## config.mk

```make
export PLATFORM = sky130hd
export DESIGN_NAME = dogx_alpha_range_ctrl_flat
export DESIGN_NICKNAME = d
export VERILOG_FILES = /design/src/rtl/dogx_alpha_range_ctrl_if.sv /design/src/rtl/dogx_alpha_range_ctrl.sv /design/src/flat_wrapper.sv
export SDC_FILE = /design/constraint.sdc
export NUM_CORES = 1
export LEC_CHECK = 0
export CAP_MARGIN = 25
export CORE_UTILIZATION = 50
export DETAILED_ROUTE_END_ITERATION = 16
export GPL_ROUTABILITY_DRIVEN = 0
export PLACE_DENSITY = 0.81
export SLEW_MARGIN = 20
export SYNTH_ARGS = -nofsm -noshare
export SYNTH_HDL_FRONTEND = slang
export SYNTH_SLANG_ARGS = --single-unit
```

## constraint.sdc

```tcl
create_clock -name CLK_3M -period 4.65 [get_ports CLK_3M]
set_clock_uncertainty 0.05 [all_clocks]
set_input_delay 0.93 -clock CLK_3M [delete_from_list [all_inputs] [get_ports CLK_3M]]
set_output_delay 0.93 -clock CLK_3M [all_outputs]
set_load 0.03 [all_outputs]
```

## src/rtl/dogx_alpha_range_ctrl_if.sv

```systemverilog
// Sample/threshold bus between the DOGX front end and the alpha range controller,
// with the controller's registered decision and status outputs.
interface dogx_alpha_range_ctrl_if #(
  parameter int DATA_W = 10,
  parameter int TH_W   = 9,
  parameter int TMO_W  = 5,
  parameter int CNT_W  = 16
);
  logic                     enable;
  logic                     sample_valid;
  logic signed [DATA_W-1:0] sample_hsnr;
  logic        [TH_W-1:0]   th_high;
  logic        [TH_W-1:0]   th_low;
  logic        [TMO_W-1:0]  timeout_mask;
  logic                     alpha;
  logic                     data_hold;
  logic                     switch_pulse;
  logic        [2:0]        state;
  logic                     cfg_err;
  logic        [CNT_W-1:0]  up_switches;

  modport master (
    output enable, sample_valid, sample_hsnr, th_high, th_low, timeout_mask,
    input  alpha, data_hold, switch_pulse, state, cfg_err, up_switches
  );

  modport slave (
    input  enable, sample_valid, sample_hsnr, th_high, th_low, timeout_mask,
    output alpha, data_hold, switch_pulse, state, cfg_err, up_switches
  );
endinterface

```

## src/rtl/dogx_alpha_range_ctrl.sv

```systemverilog
// Alpha (range) controller: switches the converter between HSNR and HDR paths with
// threshold hysteresis, a quiet-sample timeout and a settle window that blanks the output.
module dogx_alpha_range_ctrl #(
  parameter int DATA_W     = 10,
  parameter int TH_W       = 9,
  parameter int TMO_W      = 5,
  parameter int SETTLE_CYC = 2,
  parameter int CNT_W      = 16
) (
  input  logic                     CLK_3M,
  input  logic                     reset,
  dogx_alpha_range_ctrl_if.slave   bus
);

  localparam logic [2:0] S_HSNR   = 3'd0;
  localparam logic [2:0] S_SET_UP = 3'd1;
  localparam logic [2:0] S_HDR    = 3'd2;
  localparam logic [2:0] S_SET_DN = 3'd3;

  localparam int MAG_W  = DATA_W + 1;
  localparam int SCNT_W = $clog2(SETTLE_CYC + 1);
  localparam logic [SCNT_W-1:0] SETTLE_LOAD = SCNT_W'(SETTLE_CYC);

  logic [2:0]        state_q, state_d;
  logic [TMO_W-1:0]  tcnt_q, tcnt_d, tcnt_next;
  logic [SCNT_W-1:0] scnt_q, scnt_d;
  logic [CNT_W-1:0]  up_q;
  logic              alpha_q, hold_q, pulse_q, cfg_err_q;
  logic              alpha_d, hold_d, up_event;
  logic              quiet, loud;

  logic [MAG_W-1:0]  sample_ext, mag_full;
  logic [TH_W-1:0]   mag;

  // One extra bit so the most negative sample negates without overflow.
  assign sample_ext = {bus.sample_hsnr[DATA_W-1], bus.sample_hsnr};
  assign mag_full   = sample_ext[MAG_W-1] ? (~sample_ext) + MAG_W'(1) : sample_ext;

  if (MAG_W > TH_W) begin : g_sat
    assign mag = (|mag_full[MAG_W-1:TH_W]) ? '1 : mag_full[TH_W-1:0];
  end else begin : g_nosat
    assign mag = TH_W'(mag_full);
  end

  assign quiet = (mag <  bus.th_low);
  assign loud  = (mag >= bus.th_high);

  always_comb begin
    // NOTE: every combinational output gets a default first, so no path can infer a latch.
    state_d   = state_q;
    tcnt_d    = tcnt_q;
    scnt_d    = scnt_q;
    tcnt_next = tcnt_q + TMO_W'(1);
    up_event  = 1'b0;

    if (!bus.enable) begin
      state_d = S_HSNR;
      tcnt_d  = '0;
      scnt_d  = '0;
    end else begin
      case (state_q)
        S_HSNR: begin
          if (bus.sample_valid && loud) begin
            state_d  = S_SET_UP;
            scnt_d   = SETTLE_LOAD;
            up_event = 1'b1;
          end
        end
        S_SET_UP: begin
          if (bus.sample_valid) begin
            scnt_d = scnt_q - SCNT_W'(1);
            if (scnt_q <= SCNT_W'(1)) begin
              state_d = S_HDR;
              scnt_d  = '0;
              tcnt_d  = '0;
            end
          end
        end
        S_HDR: begin
          if (bus.sample_valid) begin
            if (quiet) begin
              tcnt_d = tcnt_next;
              if ((tcnt_next & bus.timeout_mask) == bus.timeout_mask) begin
                state_d = S_SET_DN;
                scnt_d  = SETTLE_LOAD;
              end
            end else begin
              tcnt_d = '0;
            end
          end
        end
        S_SET_DN: begin
          if (bus.sample_valid) begin
            if (loud) begin
              state_d  = S_SET_UP;
              scnt_d   = SETTLE_LOAD;
              up_event = 1'b1;
            end else begin
              scnt_d = scnt_q - SCNT_W'(1);
              if (scnt_q <= SCNT_W'(1)) begin
                state_d = S_HSNR;
                scnt_d  = '0;
              end
            end
          end
        end
        default: state_d = S_HSNR;
      endcase
    end
  end

  // Path and blanking follow directly from the state being entered.
  assign alpha_d = (state_d == S_SET_UP) || (state_d == S_HDR);
  assign hold_d  = (state_d == S_SET_UP) || (state_d == S_SET_DN);

  always_ff @(posedge CLK_3M) begin
    // NOTE: sequential state uses non-blocking assignments so all registers update from pre-edge values.
    if (!reset) begin
      state_q   <= S_HSNR;
      tcnt_q    <= '0;
      scnt_q    <= '0;
      up_q      <= '0;
      alpha_q   <= 1'b0;
      hold_q    <= 1'b0;
      pulse_q   <= 1'b0;
      cfg_err_q <= 1'b0;
    end else begin
      state_q   <= state_d;
      tcnt_q    <= tcnt_d;
      scnt_q    <= scnt_d;
      alpha_q   <= alpha_d;
      hold_q    <= hold_d;
      pulse_q   <= (alpha_d != alpha_q);
      cfg_err_q <= (bus.th_low > bus.th_high);
      if (up_event && !(&up_q)) up_q <= up_q + CNT_W'(1);
    end
  end

  assign bus.state        = state_q;
  assign bus.alpha        = alpha_q;
  assign bus.data_hold    = hold_q;
  assign bus.switch_pulse = pulse_q;
  assign bus.cfg_err      = cfg_err_q;
  assign bus.up_switches  = up_q;

endmodule
```

## src/flat_wrapper.sv

```systemverilog
// flat-port wrapper written by rule: the top's interface ports become plain ports
module dogx_alpha_range_ctrl_flat 
#(
  parameter int DATA_W     = 10,
  parameter int TH_W       = 9,
  parameter int TMO_W      = 5,
  parameter int SETTLE_CYC = 2,
  parameter int CNT_W      = 16
)
  (CLK_3M, reset, bus_enable, bus_sample_valid, bus_sample_hsnr, bus_th_high, bus_th_low, bus_timeout_mask, bus_alpha, bus_data_hold, bus_switch_pulse, bus_state, bus_cfg_err, bus_up_switches);
  dogx_alpha_range_ctrl_if #(.DATA_W(DATA_W), .TH_W(TH_W), .TMO_W(TMO_W), .CNT_W(CNT_W)) bus_i ();
  input  logic CLK_3M;
  input  logic reset;
  input wire logic [$bits(bus_i.enable)-1:0] bus_enable;
  input wire logic [$bits(bus_i.sample_valid)-1:0] bus_sample_valid;
  input wire logic [$bits(bus_i.sample_hsnr)-1:0] bus_sample_hsnr;
  input wire logic [$bits(bus_i.th_high)-1:0] bus_th_high;
  input wire logic [$bits(bus_i.th_low)-1:0] bus_th_low;
  input wire logic [$bits(bus_i.timeout_mask)-1:0] bus_timeout_mask;
  output wire logic [$bits(bus_i.alpha)-1:0] bus_alpha;
  output wire logic [$bits(bus_i.data_hold)-1:0] bus_data_hold;
  output wire logic [$bits(bus_i.switch_pulse)-1:0] bus_switch_pulse;
  output wire logic [$bits(bus_i.state)-1:0] bus_state;
  output wire logic [$bits(bus_i.cfg_err)-1:0] bus_cfg_err;
  output wire logic [$bits(bus_i.up_switches)-1:0] bus_up_switches;
  assign bus_i.enable = bus_enable;
  assign bus_i.sample_valid = bus_sample_valid;
  assign bus_i.sample_hsnr = bus_sample_hsnr;
  assign bus_i.th_high = bus_th_high;
  assign bus_i.th_low = bus_th_low;
  assign bus_i.timeout_mask = bus_timeout_mask;
  assign bus_alpha = bus_i.alpha;
  assign bus_data_hold = bus_i.data_hold;
  assign bus_switch_pulse = bus_i.switch_pulse;
  assign bus_state = bus_i.state;
  assign bus_cfg_err = bus_i.cfg_err;
  assign bus_up_switches = bus_i.up_switches;
  dogx_alpha_range_ctrl #(.DATA_W(DATA_W), .TH_W(TH_W), .TMO_W(TMO_W), .SETTLE_CYC(SETTLE_CYC), .CNT_W(CNT_W)) u_core (.CLK_3M(CLK_3M), .reset(reset), .bus(bus_i));
endmodule
```

---- Word-level counts from Yosys, hierarchy flattened ----
Index checks and enable logic that the tools add are counted.
Widths: inputs -> output; s select.
storage, ports and cells
  bits in registers ....................... 30
  input bits .............................. 37
  output and inout bits ................... 23
  word-level logic and storage cells ...... 78
operators by class
  add/sub/neg operators ................... 4
  magnitude comparators ................... 4
  equal/unequal tests ..................... 15
  mux-type cells .......................... 32
  bitwise operators ....................... 2
  reduce and logical (&&, ||, !) cells .... 13
operator list
  operator               number
  $mux 3                 10
  $mux 5                 4
  $add 16x1->16 const B  1
  $mux 2                 8
  $reduce_and 16->1      1
  $eq 3x2->1 const B     4
  $pmux 3 s4             1
  $add 11x1->11 const B  1
  $mux 11                1
  $not 11->11            1
  $pmux 5 s2             1
  $ge 9x9->1             1
  $gt 9x9->1             1
  $lt 9x9->1             1
  $mux 9                 1
  $ne 2x1->1 const B     4
  $pmux 2 s4             1
  $reduce_and 7->1       1
  $eq 3x1->1 const B     2
  $ne 2x2->1 const B     3
  $add 5x1->5 const B    1
  $and 5x5->5            1
  $eq 5x5->1             1
  $mux 1                 4
  other kinds (13)       15

---- Depth between registers and ports, before layout ----
Gate-level depths: netlist of the first run.
  depth in word-level cells ............... 13
  gate-level depth with buffers ........... 16
  gate-level depth less buffers ........... 16

---- Worst setup path before layout of the first run ----
OpenSTA, ideal clock, no wires.
  path type ............................... input port to flip-flop
  start point ............................. input port bus_sample_hsnr[0]
  end point ............................... register u_core.scnt_q[0]
  setup time .............................. 71 ps
  arrival time ............................ 3401 ps
  required time ........................... 4529 ps
  setup slack ............................. 1129 ps
  cell stages on the path ................. 14
  buffers on the path ..................... 0
  path through ............................ inv_1 ha_1 nand2_1 o31ai_1 xor2_1 nand2_1 ha_1 a21oi_1 o21ai_1 a41oi_2 nand2_2 a211o_1 a2111o_1 a21oi_1
between the ends
  word-level cells in the longest chain between the ends .. 9
  elaborated cells on any way between the ends .. 14
  those cells by class .................... add/sub (1); order compare (2); eq/ne (2); mux (5); bitwise (1); reduce/logical (3)
RTL lines
  item                                            line                                                      source
  start, declared                                 flat_wrapper.sv:16                                        input wire logic [$bits(bus_i.sample_hsnr)-1:0] bus_sample_hsnr;
  $not 11->11                                     dogx_alpha_range_ctrl.sv:37                               assign mag_full = sample_ext[MAG_W-1] ? (~sample_ext) + MAG_W'(1) : sample_ext;
  $add 11x1->11                                   dogx_alpha_range_ctrl.sv:37
  $mux 11 *                                       dogx_alpha_range_ctrl.sv:37
  $reduce_or 2->1                                 dogx_alpha_range_ctrl.sv:40                               assign mag = (|mag_full[MAG_W-1:TH_W]) ? '1 : mag_full[TH_W-1:0];
  $mux 9 *                                        dogx_alpha_range_ctrl.sv:40
  $ge 9x9->1                                      dogx_alpha_range_ctrl.sv:46                               assign loud = (mag >= bus.th_high);
  $mux 2 or $logic_and 1x1->1 (tied branches)     dogx_alpha_range_ctrl.sv:94, dogx_alpha_range_ctrl.sv:63
  $mux 2 or $ne 2x1->1 (tied branches)            --
  $pmux 2 s4 or $reduce_and 7->1 (tied branches)  --
  end signal, assigned                            dogx_alpha_range_ctrl.sv:130                              scnt_q <= scnt_d;
  end, declared                                   dogx_alpha_range_ctrl.sv:26                               logic [SCNT_W-1:0] scnt_q, scnt_d;
Every way passes the cells marked *; elsewhere a longest branch is shown, timed or not. The select of a mux whose other input is x is not followed.
A chain may end at the register's enable or synchronous reset.

---- Worst setup path in the final report of the first run ----
  start point ............................. input port bus_sample_hsnr[0]
  end point ............................... register u_core.pulse_q (netlist: u_core.bus.switch_pulse)
between the ends
  word-level cells in the longest chain between the ends .. 13
  elaborated cells on any way between the ends .. 19
  those cells by class .................... add/sub (1); order compare (2); eq/ne (3); mux (9); bitwise (1); reduce/logical (3)
RTL lines
  item                                      line                                                                                   source
  $not 11->11                               dogx_alpha_range_ctrl.sv:37
  $add 11x1->11                             dogx_alpha_range_ctrl.sv:37
  $mux 11 *                                 dogx_alpha_range_ctrl.sv:37
  $reduce_or 2->1                           dogx_alpha_range_ctrl.sv:40
  $mux 9 *                                  dogx_alpha_range_ctrl.sv:40
  $ge 9x9->1 or $lt 9x9->1 (tied branches)  dogx_alpha_range_ctrl.sv:46, dogx_alpha_range_ctrl.sv:45
  $mux 3, or another cell as far along      dogx_alpha_range_ctrl.sv:94                                                            if (loud) begin
  $mux 3 (on tied branches)                 dogx_alpha_range_ctrl.sv:93, dogx_alpha_range_ctrl.sv:80, dogx_alpha_range_ctrl.sv:63
  $pmux 3 s4 *                              dogx_alpha_range_ctrl.sv:61                                                            case (state_q)
  $mux 3 *                                  dogx_alpha_range_ctrl.sv:56                                                            if (!bus.enable) begin
  $eq 3x1->1 or $eq 3x2->1 (tied branches)  dogx_alpha_range_ctrl.sv:113                                                           assign alpha_d = (state_d == S_SET_UP) || (state_d == S_HDR);
  $logic_or 1x1->1 *                        dogx_alpha_range_ctrl.sv:113
  $ne 1x1->1 *                              dogx_alpha_range_ctrl.sv:133                                                           pulse_q <= (alpha_d != alpha_q);
  end signal, assigned                      dogx_alpha_range_ctrl.sv:133
  end, declared                             dogx_alpha_range_ctrl.sv:28                                                            logic alpha_q, hold_q, pulse_q, cfg_err_q;
Every way passes the cells marked *; elsewhere a longest branch is shown, timed or not.

==> run summary, run 1 <==
=====================================================================================================
Async set or reset register ratio after synthesis ......................................            0
Max-capacitance violation count ........................................................            0
Worst Setup End Kind ...................................................................    flip-flop
Number of antenna diodes ...............................................................            0
Setup violators final ..................................................................            0
Worst reg2reg endpoint ................................................................. u_core.bus.up_switches[15]
Wire length of the first global-routing pass ...........................................      10.2 mm
Post-Synthesis Mean Instance Area ......................................................    7.96 um^2
Final Hold Vio Count ...................................................................            0
Number of global-route vias before repair ..............................................         2260
Hold bufs inserted after CTS ...........................................................            0
Top cell type by total area after synthesis ............................................      dfxtp_1
Number of cells on the worst hold path .................................................            2
Result of the run ...................................................................... complete, no violations
Area enclosed by the die boundary ......................................................    5120 um^2
Number of register bits inferred by synthesis ..........................................           30
Ys Warns ...............................................................................            0
Root buffer cell .......................................................................     clkbuf_8
Max H-tree Level .......................................................................            2
Post-Synth XOR/XNOR Area ...............................................................       0.0760
Minimum clock period ...................................................................      4250 ps
Post-Synth Simple-Gate Area ............................................................        0.289
Worst min-delay path startpoint ........................................................ u_core.scnt_q[0]
Proportion of netlist area held by the largest area contributor ........................        0.248
Largest voltage drop on the vdd net ....................................................     0.155 mV
Horizontal extent of the die ...........................................................      71.6 um
Dominant combinational cell family by area after synthesis ............................. simple AND/OR/NAND/NOR gates
Post-synthesis share of cell area spent on full adders, half adders and majority gates .        0.150
Setup WS post-layout ...................................................................       401 ps
Port-buffer cells ......................................................................           59
Detailed placement HPWL ................................................................      4.67 mm
Setup repair after global routing missed its margin ....................................           no
Sequential share of the synthesized area ...............................................        0.248
Detailed Route WL ......................................................................      5.89 mm
Hold endpoint .......................................................................... u_core.scnt_q[0]
Total non-filler cell area in the finished layout ......................................    3140 um^2
Final Net Count ........................................................................          432
Final routed wire length divided by cell count .........................................      14.1 um
Critical path data required time .......................................................      4810 ps
Initial DRT Pass Iterations ............................................................            4
Achievable frequency ...................................................................    0.235 GHz
Initial antenna violation count ........................................................            0
Die outline height .....................................................................      71.6 um
Overall overflow remaining after global route ..........................................            0
Register-to-register path setup slack ..................................................      2410 ps
Power Density ..........................................................................  200 nW/um^2
TritonCTS clock tree ...................................................................          yes
Post-route clock period utilization ....................................................        0.914
Pin count of the biggest net entering global routing ...................................           17
Standby leakage power ..................................................................      1.33 nW
Arrival time reported for the critical path endpoint ...................................      4400 ps
Worst Path Class, Setup ................................................................ primary input to flip-flop
Number of remaining DRC errors .........................................................            0
Path type of the worst min-delay path .................................................. flip-flop to flip-flop
All-Layer GR Usage .....................................................................        0.248
Instance count of the mapped netlist ...................................................          304
Post-placement cell count ..............................................................          411
Slew Limit Fails .......................................................................            0
Post-cts gate resize count .............................................................            0
Largest cells by area after synthesis .................................................. dfxtp_1, ha_1, xor2_1
Yosys cell types .......................................................................           62
Compound-cell area share of the yosys netlist ..........................................        0.162
Number of buffers on the longest clock path ............................................            2
Total standard cell area after synthesis ...............................................    2420 um^2
Startpoint types ....................................................................... primary input
Number of sinks handled by clock tree synthesis ........................................           30
Proportion of synthesized area in mux cells ............................................       0.0171
Io pins ................................................................................           60
Count of non-filler cells in the finished layout .......................................          417
CP max FO ..............................................................................           10
Cell row count .........................................................................           24
Remaining number of nets flagged by the antenna check after routing ....................            0
Top FF cell, synth .....................................................................      dfxtp_1
Worst slew margin relative to its limit ................................................        0.661
Cell Area, Placed ......................................................................    3060 um^2
Initial cell density of the core .......................................................        0.537
Proportion of layout cells with a drive suffix above 1 .................................       0.0740
Post-synth EDFFs .......................................................................            0
Nets in the synthesized netlist ........................................................          370
Worst Tran Pin Value ...................................................................       508 ps
Number of vias after detailed routing ..................................................         2390
Standard cell core area ................................................................    4500 um^2
Number of post-CTS setup repair buffers ................................................            0
Total clock buffers created by CTS .....................................................            5
Insertion delay to the later sink of the worst-skew pair ...............................       280 ps
Depth of the worst register-to-register path ...........................................            7
Area Growth Syn to Fin .................................................................        29.8%
Setup total negative slack .............................................................         0 ps
Via density ............................................................................         5.73
Worst-path clk slew ....................................................................        60 ps
Drt initial violations .................................................................          159
Post-Place Setup Slack .................................................................       168 ps
Critical R2R Launch .................................................................... u_core.bus.state[2]
=====================================================================================================
worst max-delay path, stage by stage:
cell and delay (ps):
clkdlybuf4s50_1 570, inv_1 110, ha_1 230, nand2_1 120, nor2_1 50, nand2_1 90
o21ai_0 70, o21ai_0 320, ha_1 320, a21oi_1 140, o21ai_1 90, a41oi_2 270
nand2_2 220, a221oi_4 410, mux2i_1 250, mux2i_1 200
cell usage after synthesis, drive strengths merged, types with 2 or more instances:
library cell	instances
xnor2	4
and3	10
nand2	35
o21a	2
buf	2
clkbuf	3
or3	5
o31ai	2
a221oi	3
nor3	7
nand3	11
a211o	2
nor2	28
xor2	17
and4	3
ha	29
inv	27
nand4	16
nor2b	6
dfxtp	30
a21oi	19
and2	4
mux2i	3
o21ai	11
o221a	2
a31oi	2
sequential cells by signal, indices dropped and copies added (netlist names):
name,count
u_core.bus.data_hold,1
u_core.tcnt_q,5
u_core.bus.alpha,1
u_core.bus.up_switches,16
u_core.bus.cfg_err,1
u_core.bus.switch_pulse,1
u_core.scnt_q,2
u_core.bus.state,3
report_power, final:
part	switching (W)	internal [W]
registers	0.00000334	0.000260
clock network	0.0000895	0.000114
logic	0.0000844	0.0000759
total	0.000177	0.000449
through the flow:
step	util	power (W)	hold WS, ps
floorplan	-	0.000359	410
global placement	0.679	0.000420	424
detailed placement	0.679	0.000426	426
CTS	0.697	0.000630	435
global route	0.697	0.000662	454
finish	0.697	0.000627	434
cell type report:
class / count / area, um^2
Sequential cell: 30 / 601
Clock buffer: 6 / 82.6
Inverter: 29 / 110
Timing Repair Buffer: 60 / 598
Tap cell: 52 / 65.1
Multi-Input combinational cell: 240 / 1680
Fill cell: 373 / 1360
cell usage in the layout (no fill, tap or decap), drive strengths merged, types with 2 or more instances in the layout:
master         count
o221a              2
xor2              17
and4               3
and2               4
inv               27
nor3               7
a221oi             3
ha                29
nand2             35
mux2i              3
clkdlybuf4s50     59
a21oi             19
clkbuf             6
a211o              2
a31oi              2
nand3             11
nand4             16
nor2b              6
o21ai             11
dfxtp             30
o21a               2
or3                5
and3              10
o31ai              2
xnor2              4
nor2              28
cells by family (layout without fill, tap and decap cells):
kind of cell,count (synthesis),in the layout
flip-flops,30,30
other,1,1
XOR/XNOR,21,21
adder cells (fa/ha/maj),29,29
AND/OR/NAND/NOR,130,130
multiplexers,4,4
AO/OA/AOI/OAI,55,55
buffers and inverters,34,95
worst max-delay path by stage:
stage / startpoint / to / slack (ps) / cells past startpoint
after detailed placement: bus_sample_hsnr[0] / u_core.bus.switch_pulse / 170 / 16
after CTS: bus_sample_hsnr[0] / u_core.bus.switch_pulse / 460 / 16
after floorplan: bus_sample_hsnr[0] / u_core.scnt_q[0] / 1130 / 14
after global placement: bus_sample_hsnr[0] / u_core.scnt_q[0] / 320 / 16
final: bus_sample_hsnr[0] / u_core.bus.switch_pulse / 400 / 16
after global routing: bus_sample_hsnr[0] / u_core.bus.switch_pulse / 140 / 16
metal layers:
layer,track usage,routed length (um)
met1,0.325,2770
met2,0.426,2750
met3,0.0422,305
met4,0.0610,65
met5,0,0
Note: power is estimated with default switching activity, not from simulation.
==> inputs of run 2 (changes only) <==
--- a/config.mk
+++ b/config.mk
@@ -5,7 +5,7 @@
 export SDC_FILE = /design/constraint.sdc
 export NUM_CORES = 1
 export LEC_CHECK = 0
-export CAP_MARGIN = 25
+export CAP_MARGIN = 10
 export CORE_UTILIZATION = 50
 export DETAILED_ROUTE_END_ITERATION = 16
 export GPL_ROUTABILITY_DRIVEN = 0
==> results of run 2 <==
No change in the layout: final DEF, timing and power equal those of run 1.
